`config.mk`:
```
export PLATFORM = sky130hd
export DESIGN_NAME = display_mmio
export DESIGN_NICKNAME = d
export VERILOG_FILES = /design/src/rtl/display_pkg.sv /design/src/rtl/ms_tick.sv /design/src/rtl/display_mmio.sv
export SDC_FILE = /design/constraint.sdc
export NUM_CORES = 1
export LEC_CHECK = 0
export BUFFER_PORTS_ARGS = -buffer_cell sky130_fd_sc_hd__buf_4
export CAP_MARGIN = 5
export CORE_UTILIZATION = 40
export DETAILED_ROUTE_END_ITERATION = 16
export PLACE_DENSITY_LB_ADDON = 0.25
export RECOVER_POWER = 100
export SYNTH_ARGS = -nofsm -noshare
export SYNTH_HDL_FRONTEND = slang
export SYNTH_SLANG_ARGS = --single-unit
```
`constraint.sdc`:
```
create_clock -name clk -period 6.75 [get_ports clk]
set_clock_uncertainty 0.1 [all_clocks]
set_input_delay 1.0125 -clock clk [delete_from_list [all_inputs] [get_ports clk]]
set_output_delay 1.0125 -clock clk [all_outputs]
set_load 0.01 [all_outputs]
```
`src/rtl/display_pkg.sv`:
```
// Register map, CTRL/STATUS field positions and blink FSM encoding shared by
// the display MMIO slave.
package display_pkg;

    localparam logic [4:0]  OFF_SEG      = 5'h00;
    localparam logic [4:0]  OFF_LED      = 5'h04;
    localparam logic [4:0]  OFF_CTRL     = 5'h08;
    localparam logic [4:0]  OFF_COMMIT   = 5'h0C;
    localparam logic [4:0]  OFF_STATUS   = 5'h10;
    localparam logic [31:0] WINDOW_BYTES = 32'd20;

    localparam int unsigned CTRL_BLINK_EN_BIT  = 0;
    localparam int unsigned CTRL_AUTO_BIT      = 1;
    localparam int unsigned CTRL_DUR_LSB       = 16;
    localparam int unsigned STATUS_ACTIVE_BIT  = 0;
    localparam int unsigned STATUS_PENDING_BIT = 1;

    typedef enum logic [1:0] {
        BLINK_IDLE  = 2'd0,
        BLINK_TIMED = 2'd1,
        BLINK_HOLD  = 2'd2
    } blink_state_t;

    // CTRL read-back view: unused bits [15:2] always read as zero
    function automatic logic [31:0] pack_ctrl(input logic        blink_en,
                                              input logic        auto_mode,
                                              input logic [15:0] dur_ms);
        logic [31:0] v;
        v = '0;
        v[CTRL_BLINK_EN_BIT]     = blink_en;
        v[CTRL_AUTO_BIT]         = auto_mode;
        v[CTRL_DUR_LSB +: 16]    = dur_ms;
        return v;
    endfunction

endpackage

```
`src/rtl/ms_tick.sv`:
```
// Millisecond prescaler: counts 0..CLK_HZ/1000-1 and pulses tick on the
// terminal count; clear restarts the count from zero.
module ms_tick #(
    parameter int unsigned CLK_HZ = 100_000_000
) (
    input  logic clk,
    input  logic rst_n,
    input  logic clear,
    output logic tick
);

    localparam int unsigned DIV = (CLK_HZ / 1000 > 0) ? CLK_HZ / 1000 : 1;
    localparam int unsigned W   = (DIV > 1) ? $clog2(DIV) : 1;
    localparam logic [W-1:0] TERMINAL = W'(DIV - 1);

    logic [W-1:0] count;

    assign tick = !clear && (count == TERMINAL);

    always_ff @(posedge clk or negedge rst_n) begin
        if (!rst_n) begin
            count <= '0;
        end else if (clear || count == TERMINAL) begin
            count <= '0;
        end else begin
            count <= count + 1'b1;
        end
    end

endmodule

```
`src/rtl/display_mmio.sv`:
```
// CPU-bus register slave holding shadow segment/LED values and blink control
// for the seven-segment/LED display driver.
module display_mmio
    import display_pkg::*;
#(
    parameter logic [31:0] BASE_ADDR = 32'hFFFF_FC60,
    parameter int unsigned CLK_HZ    = 100_000_000
) (
    input  logic        clk,
    input  logic        rst_n,
    input  logic [31:0] addr,
    input  logic [31:0] wdata,
    input  logic        we,
    input  logic        re,
    output logic [31:0] rdata,
    output logic        rdata_valid,
    output logic [23:0] data_display,
    output logic [23:0] led_display,
    output logic        blink_need
);

    logic [31:0]  offset;
    logic [4:0]   reg_off;
    logic         in_window;
    logic         wr_seg, wr_led, wr_ctrl, wr_commit;
    logic [23:0]  seg_shadow, led_shadow;
    logic         pending;
    logic         ctrl_blink_en, ctrl_auto;
    logic [15:0]  ctrl_dur;
    logic [15:0]  ms_left;
    blink_state_t state;
    logic         tick;
    logic [31:0]  rd_val;
    logic         unused_bits;

    // Wrapping subtraction makes addresses below the base land far out of range
    assign offset    = addr - BASE_ADDR;
    assign reg_off   = offset[4:0];
    assign in_window = (offset < WINDOW_BYTES) && (addr[1:0] == 2'b00);

    assign wr_seg    = we && in_window && (reg_off == OFF_SEG);
    assign wr_led    = we && in_window && (reg_off == OFF_LED);
    assign wr_ctrl   = we && in_window && (reg_off == OFF_CTRL);
    assign wr_commit = we && in_window && (reg_off == OFF_COMMIT);

    assign unused_bits = ^{offset[31:5], wdata[15:2]};

    ms_tick #(.CLK_HZ(CLK_HZ)) u_ms_tick (
        .clk   (clk),
        .rst_n (rst_n),
        .clear (wr_ctrl),
        .tick  (tick)
    );

    always_ff @(posedge clk or negedge rst_n) begin
        if (!rst_n) begin
            seg_shadow   <= '0;
            led_shadow   <= '0;
            data_display <= '0;
            led_display  <= '0;
            pending      <= 1'b0;
        end else begin
            if (wr_seg) begin
                seg_shadow <= wdata[23:0];
                if (ctrl_auto) data_display <= wdata[23:0];
                else           pending      <= 1'b1;
            end
            if (wr_led) begin
                led_shadow <= wdata[23:0];
                if (ctrl_auto) led_display <= wdata[23:0];
                else           pending     <= 1'b1;
            end
            if (wr_commit) begin
                data_display <= seg_shadow;
                led_display  <= led_shadow;
                pending      <= 1'b0;
            end
        end
    end

    // CTRL register and blink FSM share one block: expiry clears BLINK_EN
    always_ff @(posedge clk or negedge rst_n) begin
        if (!rst_n) begin
            ctrl_blink_en <= 1'b0;
            ctrl_auto     <= 1'b0;
            ctrl_dur      <= '0;
            ms_left       <= '0;
            state         <= BLINK_IDLE;
            blink_need    <= 1'b0;
        end else if (wr_ctrl) begin
            ctrl_blink_en <= wdata[CTRL_BLINK_EN_BIT];
            ctrl_auto     <= wdata[CTRL_AUTO_BIT];
            ctrl_dur      <= wdata[CTRL_DUR_LSB +: 16];
            if (!wdata[CTRL_BLINK_EN_BIT]) begin
                state      <= BLINK_IDLE;
                ms_left    <= '0;
                blink_need <= 1'b0;
            end else if (wdata[CTRL_DUR_LSB +: 16] == 16'd0) begin
                state      <= BLINK_HOLD;
                ms_left    <= '0;
                blink_need <= 1'b1;
            end else begin
                state      <= BLINK_TIMED;
                ms_left    <= wdata[CTRL_DUR_LSB +: 16];
                blink_need <= 1'b1;
            end
        end else if (state == BLINK_TIMED && tick) begin
            if (ms_left <= 16'd1) begin
                state         <= BLINK_IDLE;
                ms_left       <= '0;
                blink_need    <= 1'b0;
                ctrl_blink_en <= 1'b0;
            end else begin
                ms_left <= ms_left - 16'd1;
            end
        end
    end

    always_comb begin
        rd_val = '0;
        case (reg_off)
            OFF_SEG:    rd_val = {8'd0, seg_shadow};
            OFF_LED:    rd_val = {8'd0, led_shadow};
            OFF_CTRL:   rd_val = pack_ctrl(ctrl_blink_en, ctrl_auto, ctrl_dur);
            OFF_STATUS: begin
                rd_val[STATUS_ACTIVE_BIT]  = blink_need;
                rd_val[STATUS_PENDING_BIT] = pending;
            end
            default:    rd_val = '0;
        endcase
    end

    always_ff @(posedge clk or negedge rst_n) begin
        if (!rst_n) begin
            rdata       <= '0;
            rdata_valid <= 1'b0;
        end else if (re && in_window) begin
            rdata       <= rd_val;
            rdata_valid <= 1'b1;
        end else begin
            rdata_valid <= 1'b0;
        end
    end

endmodule

```
==> results.toml <==
[logic_synthesis]
synth_edf_count = 0
synth_cells = 981
ys_types = 76
syn_area_um2 = 9380
synthFlopType = "dfrtp_1"
ys_seq_area_frac = 0.488
avgSynthCellArea_um2 = 9.56
synth-async-reset-ratio = 1.00
yosysWarnings = 0
syn-num-nets = 1053
synth_seq_cells = 183

[grt]
grt_use_total = 0.239
grt_max_degree = 72
grt_pass1_vias = 7927
antenna_found_initial = 0
grt_pass1_wl_um = 44400
grt-ovfl-total = 0

[clock_network]
clock-sinks = 183
hold_buffers = 0
clock_latency_ns = 0.44
cts-root-buf = "clkbuf_16"
h-tree-depth = 4
cts_resized = 0
cts_inserted_buffers = 17
cts_max_path_buffers = 2
clkSlewWorstSetupHoldPaths_ns = 0.07
cts_tree = "yes"
postCtsSetupRepairBufs = 0

[die]
dieArea_um2 = 24100
core_area_um2 = 22800
initial_core_util = 0.410
num_io_pins = 150
die_w_um = 155
die-height_um = 155
row_count = 55

[worst_setup_path]
crit_fanout = 29
arrival_ns = 5.46
reg2reg_from = "ms_left[10]$_DFFE_PN0P_"
criticalPathCategory = "input port to flop"
worst-r2r-setup-slack_ns = 3.70
end_kind = "flop"
crit_start = "addr[12]"
worstSetupStartpointType = "input port"
cp.required_ns = 6.98
r2r-end = "ms_left[4]$_DFFE_PN0P_"
r2r_cells = 8

[worst_hold_path]
whs_path_depth = 2
hold_class = "flop to flop"
hold_end = "rdata[30]$_DFFE_PN0P_"
min_from = "rdata[30]$_DFFE_PN0P_"

[timing]
slew_headroom = -0.894
whs_ns = 0.365
max_freq_mhz = 191
finalSetupViolCount = 0
worst_slew_pin_slew_ns = 2.84
period_share = 0.775
hold_violations = 0
finalMaxSlewViolations = 293
fin_setup_tns_ns = 0
rsz0062_at_grt = "no"
fin_crit_ns = 5.23

[run]
drv_cap = 6

[routing]
via_per_inst = 5.69
wl_per_cell_um = 19.5
drt_pass1_iterations = 5
first_iter_violations = 534
ant_nets = 0
vias = 8144
wl_um = 28000
drcViolationCount = 0

[final_layout]
fin_cells = 1431
nFillCells = 2275
fin_nets = 1177
antenna-diode-count = 0
area_growth_pct = 17.6
final_common_cell = "dfrtp_1"
multiInputGateArea_um2 = 4490
drive_gt1_frac = 0.149
layout_common_cells = "dfrtp_1 (183), nand2_1 (169), clkbuf_1 (87)"
seqCellArea_um2 = 4580

[power]
power_frac_comb = 0.054
p_sw_mw = 0.595
clock_power_share = 0.463
p_int_mw = 1.68
powerDensity_nw_per_um2 = 206
finalPower_mw = 2.27
p_leak_nw = 4.92
worst_ir_drop_vdd_v = 0.000148
switching_share = 0.262
pwr-share-seq = 0.482

[placed_design]
place_congestion = 0.871
place_inst = 1399
dp_hpwl_um = 18600
numPortBuffers = 149

[status]
run_status = "finished, violations left"
violations = "capacitance limit, slew limit"
## power by group through the flow
stage	clock network, mW	registers (mW)	logic [mW]
2_1_floorplan	0	1.12	0.0343
3_3_place_gp	0	1.12	0.126
3_5_place_dp	0	1.12	0.125
4_1_cts	1.07	1.10	0.126
5_1_grt	1.12	1.10	0.135
6_report	1.05	1.10	0.124
## area by class of cell
cell class                      instances  share of cell area
Tap cell                              313              0.0355
Timing Repair Buffer                  164              0.0816
Multi-Input combinational cell        730               0.407
Clock buffer                           17              0.0386
Clock inverter                         15              0.0188
Inverter                                9             0.00306
Sequential cell                       183               0.415
## cell families (layout without fill, tap and decap cells)
kind of cell | count (synthesis) | in the layout | share of synthesized area
AND/OR/NAND/NOR | 385 | 385 | 0.202
flip-flops | 183 | 183 | 0.488
adder cells (fa/ha/maj) | 4 | 4 | 0.00534
buffers and inverters | 68 | 205 | 0.0312
XOR/XNOR | 17 | 17 | 0.0159
multiplexers | 79 | 79 | 0.0909
AO/OA/AOI/OAI | 245 | 245 | 0.167
## synthesized netlist by cell type (5+ instances only)
cell type / instances / area share
nor4_1: 8 / 0.0053
xnor2_1: 8 / 0.0075
nor4b_1: 5 / 0.0047
buf_2: 6 / 0.0032
and2_1: 5 / 0.0033
o21a_1: 25 / 0.020
nand2_1: 169 / 0.068
mux2_2: 36 / 0.043
a22oi_1: 18 / 0.014
buf_1: 6 / 0.0024
a21oi_1: 64 / 0.034
nand4_1: 8 / 0.0053
clkbuf_1: 43 / 0.017
or3_1: 6 / 0.0040
mux2i_1: 39 / 0.042
o22ai_1: 5 / 0.0033
inv_1: 8 / 0.0032
o21ai_0: 68 / 0.036
dfrtp_1: 183 / 0.49
nor3_1: 24 / 0.013
nor2_1: 69 / 0.028
o31ai_1: 25 / 0.020
nand3_1: 42 / 0.022
xor2_1: 9 / 0.0084
and3_1: 10 / 0.0067
## per-stage QoR
stage,instance area [µm²],utilization,worst slack (ns)
after floorplan,9380,-,2.91
after global routing,11000,0.483,1.26
after CTS,11400,0.499,2.37
after global placement,10800,0.471,2.00
final,11000,0.483,1.52
after detailed placement,10800,0.471,1.91
## critical path, cell delays in order
cell      delay [ns]
clkbuf_1        0.23
nand4_1         0.32
or4_4           0.65
nor3_1          0.26
o22ai_1         0.17
a2111o_1        0.31
clkbuf_1        0.66
nor3_4          0.97
clkbuf_1        0.47
mux2_2          0.40
## worst max path at each step
| stage | endpoint | slack [ns] |
|---|---|---|
| after floorplan | ctrl_dur[13]$_DFFE_PN0N_ | 2.91 |
| after global placement | ctrl_dur[2]$_DFFE_PN0N_ | 2.00 |
| after detailed placement | rdata[14]$_DFFE_PN0P_ | 1.91 |
| after CTS | rdata[15]$_DFFE_PN0P_ | 2.37 |
| after global routing | ctrl_dur[2]$_DFFE_PN0N_ | 1.26 |
| final | ctrl_dur[2]$_DFFE_PN0N_ | 1.52 |
## layer usage
layer	global-route usage	wire length, µm	vias to the layer above
met4	0.0759	607	0
met1	0.324	12500	4006
met3	0.0563	2030	46
met2	0.378	12800	309
li1	-	-	3783
met5	0	0	-
## state kept, by name (all words and copies together), names as in the netlist
name             count
rdata               32
data_display        24
led_display         24
led_shadow          24
seg_shadow          24
u_ms_tick.count     17
ctrl_dur            16
ms_left             16
state                2
blink_need           1
ctrl_auto            1
pending              1
rdata_valid          1
(Power assumes the default switching activity.)
